===== config.mk =====
export PLATFORM = sky130hd
export DESIGN_NAME = i2s_tdm_core
export DESIGN_NICKNAME = d
export VERILOG_FILES = /design/src/rtl/i2s_tdm_pkg.sv /design/src/rtl/i2s_tdm_sync.sv /design/src/rtl/i2s_tdm_core.sv
export SDC_FILE = /design/constraint.sdc
export NUM_CORES = 1
export LEC_CHECK = 0
export CAP_MARGIN = 40
export CORE_MARGIN = 3
export CORE_UTILIZATION = 45
export DETAILED_ROUTE_END_ITERATION = 10
export GPL_TIMING_DRIVEN = 0
export PLACE_DENSITY = 0.75
export SYNTH_ARGS = -nofsm -noshare
export SYNTH_HDL_FRONTEND = slang
export SYNTH_SLANG_ARGS = --single-unit

===== constraint.sdc =====
create_clock -name clk_i -period 10.4 [get_ports clk_i]
set_clock_uncertainty 0.2 [all_clocks]
set_input_delay 1.04 -clock clk_i [delete_from_list [all_inputs] [get_ports clk_i]]
set_output_delay 1.04 -clock clk_i [all_outputs]
set_load 0.005 [all_outputs]

===== src/rtl/i2s_tdm_pkg.sv =====
// i2s_tdm_pkg: shared types and constants for the TDM serial audio core.
//   state_t      FSM state encoding (IDLE, WAIT_FS, ACTIVE)
//   DTL_*        data-length encodings carried on dtl_i
//   dtl_bits()   maps a dtl code to its bit count (8/16/24/32)
//   SYNC_STAGES  depth of the pin synchronisers
//   SLOT_*_MIN/MAX  legal limits for SLOT_NUM and SLOT_WIDTH
package i2s_tdm_pkg;

  typedef enum logic [1:0] {
    IDLE    = 2'd0,
    WAIT_FS = 2'd1,
    ACTIVE  = 2'd2
  } state_t;

  localparam logic [1:0] DTL_8  = 2'd0;
  localparam logic [1:0] DTL_16 = 2'd1;
  localparam logic [1:0] DTL_24 = 2'd2;
  localparam logic [1:0] DTL_32 = 2'd3;

  localparam int SYNC_STAGES    = 2;
  localparam int SLOT_NUM_MIN   = 2;
  localparam int SLOT_NUM_MAX   = 16;
  localparam int SLOT_WIDTH_MIN = 16;
  localparam int SLOT_WIDTH_MAX = 32;

  function automatic logic [5:0] dtl_bits(input logic [1:0] dtl);
    case (dtl)
      DTL_8:   dtl_bits = 6'd8;
      DTL_16:  dtl_bits = 6'd16;
      DTL_24:  dtl_bits = 6'd24;
      default: dtl_bits = 6'd32;
    endcase
  endfunction

endpackage


===== src/rtl/i2s_tdm_sync.sv =====
// i2s_tdm_sync: synchronisers and sck edge detect for the serial pins.
//   clk, rst_n      system clock, async active-low reset
//   sck, fs, sd     asynchronous serial pins
//   sck_rise        one-clk pulse, sck rising (sample) edge
//   sck_fall        one-clk pulse, sck falling (drive) edge
//   fs_s, sd_s      synchronised fs/sd, aligned with the edge pulses
// Pin to edge pulse is SYNC_STAGES + 1 clk.
module i2s_tdm_sync
  import i2s_tdm_pkg::*;
(
  input  logic clk,
  input  logic rst_n,
  input  logic sck,
  input  logic fs,
  input  logic sd,
  output logic sck_rise,
  output logic sck_fall,
  output logic fs_s,
  output logic sd_s
);

  logic [SYNC_STAGES-1:0] sck_ff, fs_ff, sd_ff;
  logic                   sck_prev;

  always_ff @(posedge clk or negedge rst_n) begin
    if (!rst_n) begin
      sck_ff   <= '0;
      fs_ff    <= '0;
      sd_ff    <= '0;
      sck_prev <= 1'b0;
      sck_rise <= 1'b0;
      sck_fall <= 1'b0;
      fs_s     <= 1'b0;
      sd_s     <= 1'b0;
    end else begin
      sck_ff   <= {sck_ff[SYNC_STAGES-2:0], sck};
      fs_ff    <= {fs_ff[SYNC_STAGES-2:0], fs};
      sd_ff    <= {sd_ff[SYNC_STAGES-2:0], sd};
      sck_prev <= sck_ff[SYNC_STAGES-1];
      sck_rise <= sck_ff[SYNC_STAGES-1] & ~sck_prev;
      sck_fall <= ~sck_ff[SYNC_STAGES-1] & sck_prev;
      // fs/sd get the same extra stage so they line up with the edge pulses
      fs_s     <= fs_ff[SYNC_STAGES-1];
      sd_s     <= sd_ff[SYNC_STAGES-1];
    end
  end

endmodule


===== src/rtl/i2s_tdm_core.sv =====
// i2s_tdm_core: multi-slot TDM serial audio engine (TX and RX on one pin pair).
//   clk_i, rst_n_i            system clock, async active-low reset
//   en_i, lsb_i, dly_i, dtl_i  enable, bit order, one-bit delay, data length
//   slot_en_i                  active-slot mask
//   clr_i                      clears sticky flags
//   tx_valid_i/tx_ready_o/tx_data_i           transmit stream
//   rx_valid_o/rx_ready_i/rx_data_o/rx_slot_o receive stream
//   sck_i, fs_i, sd_i, sd_o    serial pins
//   busy_o, urun_o, orun_o, frm_err_o         status
// Optional macro I2S_TDM_LOOPBACK_EN adds lpbk_i (RX takes sd_o instead of sd_i).
//
// Frame timing reference: the sck rising edge at which fs is first seen high.
// With dly_i=0, bit 0 of slot 0 is driven on the next falling edge; with
// dly_i=1 one lead bit (driven 0, not sampled) comes first.
//
// state   | meaning
// IDLE    | core disabled, counters cleared, sd_o low
// WAIT_FS | enabled, waiting for an fs rising edge
// ACTIVE  | frame in progress, bits driven on fall, sampled on rise
module i2s_tdm_core
  import i2s_tdm_pkg::*;
#(
  parameter int SLOT_NUM   = 8,
  parameter int SLOT_WIDTH = 32,
  parameter int SLOT_IDX_W = $clog2(SLOT_NUM)
) (
  input  logic                  clk_i,
  input  logic                  rst_n_i,
  input  logic                  en_i,
  input  logic                  lsb_i,
  input  logic                  dly_i,
  input  logic [1:0]            dtl_i,
  input  logic [SLOT_NUM-1:0]   slot_en_i,
  input  logic                  clr_i,
`ifdef I2S_TDM_LOOPBACK_EN
  input  logic                  lpbk_i,
`endif
  input  logic                  tx_valid_i,
  output logic                  tx_ready_o,
  input  logic [31:0]           tx_data_i,
  output logic                  rx_valid_o,
  input  logic                  rx_ready_i,
  output logic [31:0]           rx_data_o,
  output logic [SLOT_IDX_W-1:0] rx_slot_o,
  input  logic                  sck_i,
  input  logic                  fs_i,
  input  logic                  sd_i,
  output logic                  sd_o,
  output logic                  busy_o,
  output logic                  urun_o,
  output logic                  orun_o,
  output logic                  frm_err_o
);

  // Out-of-range parameters are pulled back into the legal window.
  localparam int SN = (SLOT_NUM > SLOT_NUM_MAX) ? SLOT_NUM_MAX :
                      (SLOT_NUM < SLOT_NUM_MIN) ? SLOT_NUM_MIN : SLOT_NUM;
  localparam int SW = (SLOT_WIDTH > SLOT_WIDTH_MAX) ? SLOT_WIDTH_MAX :
                      (SLOT_WIDTH < SLOT_WIDTH_MIN) ? SLOT_WIDTH_MIN : SLOT_WIDTH;
  localparam logic [4:0]            BIT_LAST  = 5'(SW - 1);
  localparam logic [SLOT_IDX_W-1:0] SLOT_LAST = SLOT_IDX_W'(SN - 1);

  state_t                state;
  logic [4:0]            bit_cnt;
  logic [SLOT_IDX_W-1:0] slot_cnt;
  logic                  lead;
  logic                  fs_prev;
  logic [31:0]           tx_word, rx_acc;

  logic sck_rise, sck_fall, fs_s, sd_s;

  i2s_tdm_sync u_sync (
    .clk      (clk_i),
    .rst_n    (rst_n_i),
    .sck      (sck_i),
    .fs       (fs_i),
    .sd       (sd_i),
    .sck_rise (sck_rise),
    .sck_fall (sck_fall),
    .fs_s     (fs_s),
    .sd_s     (sd_s)
  );

  logic [5:0]  n_bits;
  logic        in_field, first_bit, last_bit, last_slot, slot_on;
  logic [4:0]  bit_idx;
  logic        live, drive, sample, fs_edge, pop_slot, frm_set;
  logic [31:0] tx_src, rx_next;
  logic        tx_bit, rx_bit;

  always_comb begin
    n_bits    = (dtl_bits(dtl_i) > 6'(SW)) ? 6'(SW) : dtl_bits(dtl_i);
    in_field  = {1'b0, bit_cnt} < n_bits;
    first_bit = (bit_cnt == 5'd0);
    last_bit  = (bit_cnt == BIT_LAST);
    last_slot = (slot_cnt == SLOT_LAST);
    slot_on   = slot_en_i[slot_cnt];
    // LSB-first walks the data field upward from its bottom; the field itself
    // always sits at the top of the 32-bit word.
    bit_idx   = lsb_i ? 5'(6'd32 - n_bits + {1'b0, bit_cnt}) : (5'd31 - bit_cnt);

    live      = (state == ACTIVE) && en_i;
    drive     = live && sck_fall && !lead;
    sample    = live && sck_rise;
    fs_edge   = sck_rise && fs_s && !fs_prev;
    pop_slot  = drive && first_bit && slot_on;
    // an fs edge on the final bit of the frame is a legal back-to-back start
    frm_set   = sample && fs_edge && !(!lead && last_bit && last_slot);

    tx_ready_o = pop_slot && tx_valid_i;
    tx_src     = first_bit ? ((pop_slot && tx_valid_i) ? tx_data_i : 32'd0) : tx_word;
    tx_bit     = in_field && tx_src[bit_idx];

`ifdef I2S_TDM_LOOPBACK_EN
    rx_bit = lpbk_i ? sd_o : sd_s;
`else
    rx_bit = sd_s;
`endif
    rx_next = first_bit ? 32'd0 : rx_acc;
    if (in_field) rx_next[bit_idx] = rx_bit;
  end

  always_ff @(posedge clk_i or negedge rst_n_i) begin
    if (!rst_n_i) begin
      state      <= IDLE;
      bit_cnt    <= '0;
      slot_cnt   <= '0;
      lead       <= 1'b0;
      fs_prev    <= 1'b0;
      tx_word    <= '0;
      rx_acc     <= '0;
      sd_o       <= 1'b0;
      rx_valid_o <= 1'b0;
      rx_data_o  <= '0;
      rx_slot_o  <= '0;
      busy_o     <= 1'b0;
      urun_o     <= 1'b0;
      orun_o     <= 1'b0;
      frm_err_o  <= 1'b0;
    end else begin
      if (sck_rise) fs_prev <= fs_s;
      rx_valid_o <= 1'b0;
      busy_o     <= (state == ACTIVE);
      urun_o     <= (urun_o & ~clr_i) | (pop_slot & ~tx_valid_i);
      orun_o     <= (orun_o & ~clr_i) | (rx_valid_o & ~rx_ready_i);
      frm_err_o  <= (frm_err_o & ~clr_i) | frm_set;

      if (!en_i) begin
        state    <= IDLE;
        bit_cnt  <= '0;
        slot_cnt <= '0;
        lead     <= 1'b0;
        sd_o     <= 1'b0;
      end else begin
        case (state)
          IDLE: begin
            sd_o  <= 1'b0;
            state <= WAIT_FS;
          end
          WAIT_FS: begin
            if (sck_fall) sd_o <= 1'b0;
            if (fs_edge) begin
              state    <= ACTIVE;
              bit_cnt  <= '0;
              slot_cnt <= '0;
              lead     <= dly_i;
            end
          end
          ACTIVE: begin
            if (sck_fall) sd_o <= drive ? tx_bit : 1'b0;
            if (drive && first_bit) tx_word <= tx_src;
            if (sck_rise) begin
              if (frm_set) begin
                bit_cnt  <= '0;
                slot_cnt <= '0;
                lead     <= dly_i;
              end else if (lead) begin
                lead <= 1'b0;
              end else begin
                rx_acc <= rx_next;
                if (last_bit) begin
                  if (slot_on) begin
                    rx_valid_o <= 1'b1;
                    rx_data_o  <= rx_next;
                    rx_slot_o  <= slot_cnt;
                  end
                  bit_cnt <= '0;
                  if (last_slot) begin
                    slot_cnt <= '0;
                    if (fs_edge) lead  <= dly_i;
                    else         state <= WAIT_FS;
                  end else begin
                    slot_cnt <= slot_cnt + 1'b1;
                  end
                end else begin
                  bit_cnt <= bit_cnt + 1'b1;
                end
              end
            end
          end
          default: state <= IDLE;
        endcase
      end
    end
  end

endmodule

Word-level counts from Yosys, hierarchy flattened. Cells that the tools add are included.

Register bits: 128. Input port bits: 53. Output and inout port bits: 42. Word-level logic and storage cells: 157.

Add/subtract/negate cells: 5. Order comparisons: 5. Eq/ne operators: 19. Multiplexer cells: 59. Bitwise operators: 17. Reductions and logical operators: 29.

Operators with widths (count): $mux W32 (4); $mux W5 (7); $bwmux W32 (1); $mux W1 (22); $mux W3 (7); $ne A3 B3 Y1 const B (6); $pmux W6 S3 (1); $mux W2 (8); $logic_and A1 B1 Y1 (15); $reduce_and A7 Y1 (2); $pmux W5 S2 (1); $reduce_and A5 Y1 (2); $ne A3 B2 Y1 const B (3); $reduce_and A3 Y1 (3); $ne A4 B4 Y1 const B (2); $and A1 B1 Y1 (7); $not A1 Y1 (7); $gt A6 B6 Y1 const B (1); $lt A5 B6 Y1 (1); $lt A5 B6 Y1 const B (1); $mux W6 (1); $pmux W2 S3 (1); $pmux W3 S2 (1); $add A5 B1 Y5 const B (1); other kinds (22) (29).

Depth between registers and ports, before layout.
Word-level depth: 16. Depth in mapped cells: 13.

By module. A second synthesis with hierarchy kept.

Cells, all modules: 650. Area, all modules: 6152.2 sq um.

Modules (own cells, without submodules): i2s_tdm_core (times used 1, cells each 637, area an instance 5861.9 sq um, sequential area each 2927.8 sq um); i2s_tdm_sync (times used 1, cells each 13, area an instance 290.3 sq um, sequential area each 275.3 sq um).

Least setup slack after synthesis. Ideal clock, no wire load.

Path kind: register -> output. Start: register bit_cnt[1]. End: output port tx_ready_o. Arrival: 2696 ps. Data required time: 9160 ps. Slack: 6464 ps. Stages on the path, launching flop included: 11. Cell sequence: dfrtp_1 clkbuf_1 inv_1 ha_1 or4b_1 buf_2 or3_1 buf_2 nor4_4 buf_2 buf_1.

Word-level cells in the longest chain between the ends: 4.

Ends and longest elaborated chain: start, declared (line i2s_tdm_core.sv:64) `logic [4:0] bit_cnt;`; start signal, assigned (line i2s_tdm_core.sv:196) `bit_cnt <= bit_cnt + 1'b1;`; $logic_not A5 Y1 (line i2s_tdm_core.sv:94) `first_bit = (bit_cnt == 5'd0);`; $logic_and A1 B1 Y1 (2 in series) (line i2s_tdm_core.sv:106) `pop_slot = drive && first_bit && slot_on;`; $logic_and A1 B1 Y1 (line i2s_tdm_core.sv:110) `tx_ready_o = pop_slot && tx_valid_i;`; end, declared (line i2s_tdm_core.sv:39) `output logic tx_ready_o,`.

No other way between the ends.

Final worst setup path. Same ends and word-level chain as after synthesis.

==> out/results.ini <==
[clocking]
cts_tree = yes
cts.sinks = 128
cts_resized = 0
clk_path_buf_depth = 2
numCtsBuffers = 17
post_cts_buffers = 0
clk_pin_slew_ns = 0.06
root_buffer = clkbuf_16
ctsHoldBuffers = 0
cts_max_level = 4
clock_latency_ns = 0.43

[placed_design]
dp_cells = 954
dp_hpwl_um = 13450
place_congestion = 0.9274
io_buffers = 94
place_ws_ns = 5.026

[worst_setup_path]
cp_slowest_cell = clkdlybuf4s50_1
end_kind = output port
critPathMaxStageDelay_ns = 0.61
crit_fanout = 10
path_class = reg2out
arrival_ns = 4.39
cp_cell_sequence = clkbuf_1 -> inv_1 -> ha_1 -> or4b_1 -> buf_2 -> or3_1 -> buf_2 -> nor4_4 -> buf_2 -> buf_1 -> clkdlybuf4s50_1
critPathLaunchType = flip-flop
critPathBufInv = 7
critPathTopFamily = buffers and inverters
critPathRequiredTime_ns = 9.16
worst_path_most_repeated_cell = buf_2

[run_status]
status = complete, no violations

[die]
num_rows = 42
io_pins = 95
core_um2 = 13510
start_util = 0.4708
die_y_um = 124.9
die_w_um = 124.9
fp.dieArea_um2 = 15590

[cells_and_area]
final_cell_mix = 128 x dfrtp_1, 95 x nand2_1, 93 x clkdlybuf4s50_1
syn_to_final_growth_pct = 28.71
final_layout_size_suffix_gt1_frac = 0.06296
fill_cells = 1126
fin_nets = 861
final_cells = 986
antennaDiodeCount = 0
final_common_cell = dfrtp_1

[synthesis]
synthCells = 682
async_flop_share = 1.000
syn_area_per_cell_um2 = 9.323
yosys.area.top_type_share = 0.5037
yosys.area.top_type = dfrtp_1
synth_cell_types = 56
synth_edf_count = 0
ys.flop_type = dfrtp_1
yosysWarningCount = 0
synth-seq-cells = 128
synthTopCellsByArea = dfrtp_1 50%, a21oi_1 6.0%, nand2_1 5.6%
ys_seq_area_frac = 0.5037
synth_nets = 746
netlist_area_um2 = 6359

[timing]
finalCriticalPeriod_ns = 5.632
worst_slew_pin_slew_ns = 0.8451
relSlewSlack = 0.4345
finalCritPeriodShare = 0.5416
finalSetupViolations = 0
fin_tns_setup_ns = 0
setup_ws_ns = 4.768
finalMaxSlewViolations = 0
max_clock_freq_mhz = 177.5
rsz0062_at_grt = no
hold_viol = 0
holdWs_ns = 0.1482

[global_route]
grt_pass1_wl_um = 31440
antenna_found_initial = 0
grtUsageTotal = 0.2522
grt_max_degree = 76
grt_pass1_vias = 6027
grt_remaining_overflow = 0

[pwr]
power.density_nw_per_um2 = 153.2
p_leak_nw = 3.540
vdd_ir_drop_max_mv = 0.1344
power_mw = 1.254

[routing]
first_iter_violations = 688
drtPass1Iterations = 5
post_drt_wl_per_cell_um = 19.54
final_antenna_net_count = 0
drc_errors = 0
wirelength_um = 19270
post_drt_via_cell_ratio = 6.112
vias = 6026

[flow_run]
timing.max_cap.violations = 0

[hold_path]
hold_path.class = reg2reg

-- synthesized netlist by cell type, types with 3 or more instances --
cell type / n
ha_1: 11
o21ai_0: 49
inv_1: 13
o31ai_1: 7
a21o_1: 5
nor2_1: 56
nand2_1: 95
a31oi_1: 35
or3_1: 4
xor2_1: 3
nand2b_1: 6
a221oi_1: 10
buf_1: 9
a211oi_1: 7
a22oi_1: 3
nand4_1: 8
and2_1: 6
a22o_1: 33
nor3_1: 7
nand3b_1: 4
a21oi_1: 76
nor2b_1: 11
mux2_2: 5
clkbuf_1: 33
nor4_1: 3
mux2i_1: 7
dfrtp_1: 128
buf_2: 3
a2bb2oi_1: 3
nand3_1: 10
-- worst register-to-register path, stage by stage, from the launching register on --
cell	delay, ns
dfrtp_1	0.48
clkbuf_1	0.41
inv_1	0.20
ha_1	0.22
or4b_1	0.15
buf_2	0.22
clkbuf_1	0.44
clkbuf_1	0.44
a21oi_1	0.13
a2bb2oi_1	0.16
o221ai_1	0.12
o21ai_0	0.29
nand3_1	0.12
o31ai_1	0.37
-- per-layer routing --
layer | global-route usage | routed length (µm) | vias up
met5 | 0 | 0 | -
met4 | 0.09821 | 516 | 0
met3 | 0.06261 | 1448 | 50
met2 | 0.3874 | 9013 | 285
met1 | 0.3452 | 8290 | 2965
li1 | - | - | 2726
-- cell families after synthesis --
kind of cell / count (synthesis) / synth area share
compound gates: 247 / 0.2503
simple gates: 221 / 0.1623
flops: 128 / 0.5037
buf+inv: 59 / 0.03660
mux: 12 / 0.01987
fa+ha+maj: 11 / 0.02164
xor+xnor: 4 / 0.005511
-- registers in the layout, indices dropped and copies added (netlist names), 2 cells and up --
register       flops
rx_data_o         32
rx_acc            32
u_sync.fs_ff       2
state              2
u_sync.sck_ff      2
slot_cnt           3
rx_slot_o          3
bit_cnt            5
u_sync.sd_ff       2
tx_word           32
-- final timing paths --
path	cells past startpoint	start	slack (ns)	end
max reg2reg	13	bit_cnt[1]$_DFFE_PN0P_	6.31	sd_o$_DFFE_PN0P_
min in group asynchronous	1	rst_n_i	0.36	u_sync.fs_ff[1]$_DFF_PN0_
max in group asynchronous	2	rst_n_i	8.88	rx_data_o[8]$_DFFE_PN0P_
max	11	bit_cnt[1]$_DFFE_PN0P_	4.77	tx_ready_o
min reg2reg	0	u_sync.fs_ff[1]$_DFF_PN0_	0.15	u_sync.fs_s$_DFF_PN0_
min	0	u_sync.fs_ff[1]$_DFF_PN0_	0.15	u_sync.fs_s$_DFF_PN0_
-- per-stage QoR --
| stage | util | area, µm² |
|---|---|---|
| final | 0.6060 | 8184 |
| after global routing | 0.6060 | 8184 |
| after CTS | 0.6060 | 8184 |
| after detailed placement | 0.5595 | 7556 |
| after global placement | 0.5568 | 7520 |
| after floorplan | - | 6359 |
-- power breakdown --
group / leakage (nW) / switching [mW] / internal [mW]
Combinational: 1.48 / 0.0527 / 0.0379
Sequential: 1.75 / 0.00913 / 0.513
Clock: 0.304 / 0.234 / 0.408
Total: 3.54 / 0.295 / 0.958
-- final cells by class --
class	instances	area [µm²]	area share
clock inverters	13	185.2	0.02263
well taps	176	220.2	0.02691
repair buffers	96	977.2	0.1194
clock buffers	19	442.9	0.05412
plain buffers	46	183.9	0.02247
flip-flops and latches	128	3203	0.3914
multi-input cells	495	2923	0.3571
inverters	13	48.80	0.005962
Power figures use the tool's default switching activity.
==> patch, RTL diff (same flow settings) <==
Add a define of `I2S_TDM_LOOPBACK_EN`.
--- a/src/rtl/i2s_tdm_core.sv
+++ b/src/rtl/i2s_tdm_core.sv
@@ -19,2 +19,4 @@
 // ACTIVE  | frame in progress, bits driven on fall, sampled on rise
+`define I2S_TDM_LOOPBACK_EN
+
 module i2s_tdm_core
Interface: changed (added lpbk_i); port bits go from 95 to 96. The function was not compared with the original's and may differ.
==> patch against the original RTL <==
- sequential cell count is the same
- wire length shrank 6.2%
- sequential share of layout area is essentially flat
- power grew 0.46%
- setup slack gained 630 ps
- final area is essentially flat
- highest routed layer unchanged
- combinational power shrank 2.6%
- sequential power is essentially flat
- area after synthesis shrank 0.43%
==> patch: results (changes against the original RTL) <==
- Status: finished clean
- Post-CTS resize count: 0 (unchanged)
- Routed len/inst: 18.53 um (-5.2%)
- WP data arrival: 3770 ps (-620 ps)
- Leak: 3.461 nW (-2.2%)
- Vias in the first global route: 5717 (-5.1%)
- Clock latency on the worst-skew pair: 430 ps (about the same)
- H-tree levels: 4 (unchanged)
- HPWL Detailed: 12.67 mm (-5.9%)
- CP max FO: 10 (unchanged)
- Distinct cells, synth: 57 (+1.8%)
- Clk slew on worst S/H paths: 60 ps (about the same)
- Commonest cells in the synthesized netlist: 128 x dfrtp_1, 90 x nand2_1, 66 x nor2_1
- CTS max path bufs: 2 (unchanged)
- Biggest regs: rx_acc x32, rx_data_o x32, tx_word x32
- Fill cells: 1129 (+0.27%)
- Share of cells above drive strength 1: 0.06758 (+0.004622)
- Pin count of the biggest net entering global routing: 67 (-12%)
- Initial DRC Count: 466 (-32%)
- Pre-Repair DR Iteration Count: 5 (unchanged)
- First-pass GRT wire length: 28.99 mm (-7.8%)
- Hold Startpoint: u_sync.sck_ff[0]$_DFF_PN0_
- Number of setup buffers added after CTS: 0 (unchanged)
- CP peak stage delay: 540 ps (-70 ps)
- Global placer's final weighted congestion: 0.8903 (-4.0%)
- Syn Nets: 736 (-1.3%)
- GRT Total Usage: 0.2325 (-0.01975)
- Met2 Usage GRT: 0.3575 (-0.02990)
- CTS root buf: clkbuf_16
- IO Port Bufs: 95 (+1.1%)
- Grt met3 use: 0.05660 (-0.006003)
- Peak supply drop: 0.1354 mV (+0.76%)
- Placed inst area: 7531 sq um (-0.33%)
- WHS Path Cells: 0 (unchanged)
- Sequential area share after synthesis: 0.5059 (+0.002190)
- Antenna Cells: 0 (unchanged)
- Min-Delay Endpoint: u_sync.sck_ff[1]$_DFF_PN0_
- Largest cells by area after synthesis: dfrtp_1 51%, nand2_1 5.3%, a22o_1 4.2%
- Fraction of registers with async set/reset: 1.000 (unchanged)
- Worst Hold Class: reg -> reg
- Crit Reg-Reg Endpoint: sd_o$_DFFE_PN0P_
- Synth Warn #: 0 (unchanged)
- DR vias/cell: 5.995 (-1.9%)
- Actual slew at the worst max-slew pin: 832.7 ps (-12.36 ps)
- Routing usage on met1: 0.3158 (-0.02939)
- R2R Path Start: bit_cnt[1]$_DFFE_PN0P_
- R2r setup slk: 6420 ps (+110 ps)
- Place WS: 5523 ps (+496.7 ps)
- Worst Reg-to-Reg Cells: 12 (-1)
- CP top delay family: buffers and inverters
- Fin nets: 851 (-1.2%)
- Antenna violations before repair: 0 (unchanged)
## patch: worst reg2reg max path: stages, from the launching register on
cell,delay [ps]
dfrtp_1,420
buf_1,430
inv_1,210
ha_1,240
or4b_1,150
buf_2,170
clkbuf_1,400
a21oi_1,130
a22oi_1,160
nand2_1,80
a2111oi_0,680
o2111ai_1,240
o31ai_2,350
## patch: final cells by class
class                      instances  share of cell area
tap                              176             0.02693
buffer                            43             0.02204
clock buffer                      20             0.05708
inverter                          13            0.005968
sequential                       128              0.3917
multi-input combinational        487              0.3546
clock inverter                    12             0.02188
timing repair buffer              96              0.1198
## patch: cell families (layout without fill, tap and decap cells)
group           Yosys count  after routing  share of synthesized area
mux                      12             12                    0.01996
simple gates            223            223                     0.1615
buf+inv                  56            184                    0.03617
flops                   128            128                     0.5059
compound gates          241            241                     0.2547
fa+ha+maj                11             11                    0.02174
## patch: power breakdown
part           internal, mW  switching, mW
logic                0.0387         0.0496
registers             0.513        0.00905
clock network         0.421          0.229
total                 0.972          0.287
## patch: worst max-delay path by stage
stage,start,endpoint,slack [ps],cells past startpoint
2_1_floorplan,dtl_i[0],sd_o$_DFFE_PN0P_,6600,13
3_3_place_gp,rst_n_i,rx_data_o[27]$_DFFE_PN0P_,3230,1
3_5_place_dp,en_i,tx_ready_o,5520,8
4_1_cts,bit_cnt[1]$_DFFE_PN0P_,tx_ready_o,5420,11
5_1_grt,bit_cnt[1]$_DFFE_PN0P_,tx_ready_o,5170,11
6_report,bit_cnt[1]$_DFFE_PN0P_,tx_ready_o,5390,11
## patch: routing by layer
layer | routed length (um) | vias up | part of all wire
met5 | 0 | - | 0
met4 | 456 | 0 | 0.025
met3 | 1378 | 50 | 0.076
met2 | 8229 | 256 | 0.46
met1 | 8002 | 2852 | 0.44
li1 | - | 2687 | -
## patch: per-stage QoR
stage,hold slack (ps),util,cells
global route,156.9,0.6054,975
CTS,147.8,0.6054,975
floorplan,131.2,-,671
finish,146.3,0.6054,975
detailed placement,134.7,0.5576,943
global placement,132.7,0.5555,942
